## src/rtl/mkmif_spi_sync.sv

```systemverilog
// Two-flop synchronizers for the SPI pins plus sclk/cs_n edge pulses in the clk domain.
module mkmif_spi_sync (
  input  logic clk,
  input  logic spi_sclk,
  input  logic spi_cs_n,
  input  logic spi_di,
  output logic sclk_rise,
  output logic sclk_fall,
  output logic cs_fall,
  output logic cs_rise,
  output logic di_sync
);

  // Deliberately not reset: a reset while cs_n is held low must not fabricate a cs_n edge.
  logic [2:0] sclk_q;
  logic [2:0] cs_q;
  logic [1:0] di_q;

  always_ff @(posedge clk) begin
    sclk_q <= {sclk_q[1:0], spi_sclk};
    cs_q   <= {cs_q[1:0], spi_cs_n};
    di_q   <= {di_q[0], spi_di};
  end

  assign sclk_rise = sclk_q[1] & ~sclk_q[2];
  assign sclk_fall = ~sclk_q[1] & sclk_q[2];
  assign cs_fall   = ~cs_q[1] & cs_q[2];
  assign cs_rise   = cs_q[1] & ~cs_q[2];
  assign di_sync   = di_q[1];

endmodule

```

## config.mk

```make
export PLATFORM = sky130hd
export DESIGN_NAME = mkmif_spi_sync
export DESIGN_NICKNAME = d
export VERILOG_FILES = /design/src/rtl/mkmif_spi_sync.sv
export SDC_FILE = /design/constraint.sdc
export NUM_CORES = 1
export LEC_CHECK = 0
export BUFFER_PORTS_ARGS = -buffer_cell sky130_fd_sc_hd__buf_2
export CAP_MARGIN = 10
export CORE_AREA = 2 2 39 41
export CTS_CLUSTER_DIAMETER = 150
export CTS_CLUSTER_SIZE = 24
export DETAILED_ROUTE_END_ITERATION = 6
export DIE_AREA = 0 0 41 43
export GPL_TIMING_DRIVEN = 0
export HOLD_SLACK_MARGIN = 0.08
export RECOVER_POWER = 100
export SYNTH_ARGS = -nofsm -noshare
export SYNTH_HDL_FRONTEND = slang
export SYNTH_SLANG_ARGS = --single-unit
```

## constraint.sdc

```tcl
create_clock -name clk -period 1.4 [get_ports clk]
set_input_delay 0.28 -clock clk [delete_from_list [all_inputs] [get_ports clk]]
set_output_delay 0.28 -clock clk [all_outputs]
set_load 0.01 [all_outputs]
```

==> results of run 1 <==
## per-layer routing
metal / global-route usage [%] / up-vias / share of wire [%]
li1: - / 60 / -
met1: 3.92 / 36 / 52
met2: 1.56 / 11 / 21
met3: 7.85 / 2 / 24
met4: 6.00 / 0 / 2.5
met5: 0 / - / 0
## state kept, by name, indices dropped and copies added, names as in the netlist
name / cells
cs_q: 3
sclk_q: 3
di_q: 2
## how the worst min path moves through the flow
| stage | start | endpoint | slack (ns) | depth (start not counted) |
|---|---|---|---|---|
| 3_5_place_dp | cs_q[0]$_DFF_P_ | cs_q[1]$_DFF_P_ | 0.31 | 0 |
| 3_3_place_gp | cs_q[0]$_DFF_P_ | cs_q[1]$_DFF_P_ | 0.31 | 0 |
| 2_1_floorplan | spi_cs_n | cs_q[0]$_DFF_P_ | 0.31 | 0 |
| 6_report | spi_cs_n | cs_q[0]$_DFF_P_ | 0.13 | 1 |
| 5_1_grt | spi_di | di_q[0]$_DFF_P_ | 0.11 | 1 |
| 4_1_cts | spi_cs_n | cs_q[0]$_DFF_P_ | 0.12 | 1 |
## logic make-up (layout without fill, tap and decap cells)
group                  count (synthesis)  after routing  share of synthesized area [%]
flip-flops                             8              8                           82.0
buffers and inverters                  0             11                              0
AND/OR/NAND/NOR                        4              4                           17.9
## power by group
| part | internal, mW | leakage [nW] | switching, mW |
|---|---|---|---|
| registers | 0.240 | 0.0675 | 0.00363 |
| logic | 0.0108 | 0.0377 | 0.00845 |
| clock network | 0.0976 | 0.0138 | 0.0712 |
| total | 0.349 | 0.119 | 0.0833 |
## worst max-delay path, stage by stage, from the launching register on
cell and delay, ns:
dfxtp_1 0.33, and2b_2 0.21, clkbuf_1 0.12
## stage by stage
step                      hold slack (ns)  setup WS [ns]  util, %  area (um^2)  power [mW]
after floorplan                     0.308          0.589        -          195       0.259
after global placement              0.313          0.468     18.4          255       0.270
after detailed placement            0.313          0.464     18.4          255       0.270
after CTS                           0.121          0.188     20.1          278       0.442
after global routing                0.114          0.159     19.6          272       0.458
final                               0.132          0.216     19.6          272       0.432
## placed cells by master (no fill, tap or decap)
cell type  count
and2b_2        4
buf_2          3
clkbuf_1       5
clkbuf_4       3
dfxtp_1        8
## layout make-up
class	count	area, um^2
fill	150	1110
clock buffer	3	22.5
timing repair buffer	8	33.8
sequential	8	160
multi-input combinational	4	35.0
tap	16	20.0
==> impl_metrics.yaml, run 1 <==
run_status:
  status: "complete, no violations"
synth:
  synth_flop_cell: "dfxtp_1"
  synth.most_common_cell: "dfxtp_1"
  synth.avg_cell_area_um2: 16.3
  ys_ff_latch: 8
  yosys-top-cells-area: "dfxtp_1 (82%), and2b_2 (18%)"
  ys_seq_area_share_pct: 82.1
  netlist_area_um2: 195
  yosysWarnings: 0
  async_reset_ff_share_pct: 0
  ys_top_cells_by_count: "dfxtp_1 (8), and2b_2 (4)"
  synth_top_area_share_pct: 82.1
  syn_inst: 12
  synth.distinct_cells: 2
  synth-edff-count: 0
  synth_area_leader_cell: "dfxtp_1"
  syn_nets: 16
worst_setup_path:
  reg2reg_slack_ns: 0.98
  cp.required_ns: 1.12
  r2r_end: "sclk_q[2]$_DFF_P_"
  endpoint: "sclk_fall"
  r2r-start: "sclk_q[1]$_DFF_P_"
  endpoint_kind: "primary output"
  arrival_ns: 0.90
  crit_fanout: 3
  crit_type: "reg -> out"
  worst_r2r_path_depth: 0
  cp-startpoint: "sclk_q[1]$_DFF_P_"
  worst_setup_path_start_kind: "register"
clock_network:
  post_cts_buffers: 0
  cts_hold_repair.buffers: 0
  cts-resized-gates: 0
  clk_pin_slew_ns: 0.05
  htree_levels: 1
  cts_tree: "done"
  insertion_delay_ns: 0.25
  cts_made_buffers: 3
  cts_root_buf: "clkbuf_4"
  clockBufferDepth: 2
  cts_sinks: 8
sta:
  rsz0062_at_grt: "false"
  tns_ns: 0
  worst_pin_slew_ns: 0.136
  drv_slew: 0
  finalCritPeriodShare_pct: 84.5
  fin_crit_ns: 1.18
  setup_viol: 0
  fmax_ghz: 0.845
  fin_skew_ns: 0.00120
  slew_headroom_pct: 91.0
  hold_viol_final: 0
placed_design:
  portBuffers: 8
  place_inst: 36
  gp_congestion: 0.548
die:
  dieArea_mm2: 0.00176
  num_io_pins: 9
  start_util_pct: 14.1
  dieWidth_um: 41
  core_area_mm2: 0.00138
  rows: 14
  die_height_um: 43
power:
  ir_drop_mv: 0.557
  power.density_mw_per_mm2: 1590
  p_leak_nw: 0.119
final_layout:
  n_antenna_cell: 0
  fin_nets: 29
  area_growth_pct: 39.1
  drive_gt1_share_pct: 43.5
  instances_no_fill: 39
global_route:
  grt-ovfl-total: 0
  grt_pass1_wl_um: 331
  grt_use_total_pct: 4.14
  grt_max_degree: 5
  grt_pass1_vias: 80
  antenna_found_initial: 0
routing:
  wl_per_cell_um: 6.23
  vias: 109
  viasPerCell: 2.79
  drc_errors: 0
  routed_wl_um: 243
  postRouteAntennaNets: 0
  firstDrtPassIters: 2
  drt_iter0_drc: 4
worst_hold_path:
  min_path_type: "in -> reg"
job:
  cap_viol_max_count: 0
Power figures use the tool's default switching activity.
==> run 2, diff against run 1 <==
==> constraint.sdc (replaced) <==
create_clock -name clk -period 0.97 [get_ports clk]
set_input_delay 0.194 -clock clk [delete_from_list [all_inputs] [get_ports clk]]
set_output_delay 0.194 -clock clk [all_outputs]
set_load 0.01 [all_outputs]
==> run 2 against run 1 <==
  * The run now ends with setup timing left
  * Register-to-register slack worse by 0.43 ns
  * Critical path depth unchanged
  * First-iteration DRC count unchanged
  * Global-route usage up 0.40 points
  * Core utilization up 4.7 points
  * Cell area up 24%
==> impl_metrics.yaml, run 2 (synthesis results as in run 1) <==
sta:
  holdWs_ns: 0.323
  setup_viol: 4
  rsz0062_at_grt: "true"
  fmax_ghz: 0.916
  hold_viol_final: 0
  fin_skew_ns: 0.00117
  drv_slew: 0
  layout_setup_ws_ns: -0.122
  finalCritPeriodShare_pct: 113
  slew_headroom_pct: 91.1
  fin_crit_ns: 1.09
  worst_pin_slew_ns: 0.134
worst_setup_path:
  cpPeakStageDelay_ns: 0.32
  critPathSlowestCell: "dfxtp_2"
  cp_top_family: "flip-flops"
  arrival_ns: 0.90
  cp.required_ns: 0.78
  r2r_end: "sclk_q[2]$_DFF_P_"
  worst-path-stages: 2
  endpoint_kind: "primary output"
  cp-startpoint: "sclk_q[1]$_DFF_P_"
  r2r-start: "sclk_q[1]$_DFF_P_"
  crit_chain: "and2b_2 > buf_6"
  worst_setup_path_start_kind: "register"
  crit_fanout: 3
  crit_type: "reg -> out"
  worst_r2r_path_depth: 0
  reg2reg_slack_ns: 0.55
  critPathBufInv: 1
clock_network:
  clockBufferDepth: 2
  insertion_delay_ns: 0.25
  cts_tree: "done"
  cts_made_buffers: 3
  cts_sinks: 8
  cts_root_buf: "clkbuf_4"
  clk_pin_slew_ns: 0.05
  htree_levels: 1
  post_cts_buffers: 0
worst_hold_path:
  min_path_type: "reg -> reg"
  hold_start: "sclk_q[0]$_DFF_P_"
  holdPathStages: 0
  min_to: "sclk_q[1]$_DFF_P_"
die:
  start_util_pct: 14.1
  dieArea_mm2: 0.00176
  rows: 14
  die_height_um: 43
  core_area_mm2: 0.00138
  dieWidth_um: 41
  num_io_pins: 9
final_layout:
  instances_no_fill: 42
  n_antenna_cell: 0
  regArea_um2: 165
  mostFrequentLayoutCells: "and2b_2 (4), dfxtp_1 (4), dfxtp_2 (4), buf_6 (4)"
  area_growth_pct: 72.4
  fin_nets: 32
  biggestRegsByFlops: "cs_q (3), sclk_q (3), di_q (2)"
  num-fill-cells: 134
  drive_gt1_share_pct: 69.2
  fin_util_pct: 24.3
  multi_input_area_um2: 35.0
routing:
  firstDrtPassIters: 2
  drc_errors: 0
  vias: 119
  wl_per_cell_um: 6.33
  postRouteAntennaNets: 0
  routed_wl_um: 266
  viasPerCell: 2.83
  drt_iter0_drc: 4
placed_design:
  gp_congestion: 0.548
  place_inst: 36
  portBuffers: 8
global_route:
  grt_pass1_wl_um: 379
  grt-ovfl-total: 0
  grt_use_total_pct: 4.54
  grt_max_degree: 5
  grt_pass1_vias: 95
  antenna_found_initial: 0
job:
  cap_viol_max_count: 0
run_status:
  violations: "setup timing"
  status: "finished with violations"
power:
  power.density_mw_per_mm2: 1930
  ir_drop_mv: 0.831
  p_leak_nw: 0.151
run 2: power breakdown:
group	total [mW]	internal, mW	switching [mW]
Sequential	0.354	0.349	0.00526
Combinational	0.0507	0.0355	0.0151
Clock	0.246	0.141	0.105
run 2: layout make-up:
| type | instances | area share (%) |
|---|---|---|
| Sequential cell | 8 | 49.1 |
| Multi-Input combinational cell | 4 | 10.4 |
| Timing Repair Buffer | 11 | 27.9 |
| Clock buffer | 3 | 6.69 |
| Tap cell | 16 | 5.95 |
run 2: metal layers:
layer	up-vias	wire (um)	global-route usage, %
met3	2	45	7.85
met1	40	129	3.92
met5	-	0	0
met4	0	6	6.00
li1	66	-	-
met2	11	84	2.81
run 2: what timing repair did:
| item | in CTS | in global routing |
|---|---|---|
| gates resized for setup | 6 | 2 |
| endpoints found under the setup margin | 4 | 4 |
| hold buffers | 3 | 0 |
| endpoints found under the hold margin | 3 | 0 |
run 2: how the worst max path moves through the flow:
stage                     end
floorplan             cs_fall
global placement    sclk_fall
detailed placement  sclk_fall
CTS                 sclk_fall
global route          cs_fall
finish              sclk_fall
run 2: per-stage QoR:
stage	setup WS (ns)	cell area (um^2)	TNS (ns)	total power, mW
final	-0.122	337	-0.455	0.651
after global routing	-0.160	337	-0.590	0.687
after detailed placement	0.120	255	0	0.390
after CTS	-0.134	335	-0.514	0.660
after global placement	0.124	255	0	0.389
after floorplan	0.245	195	0	0.373
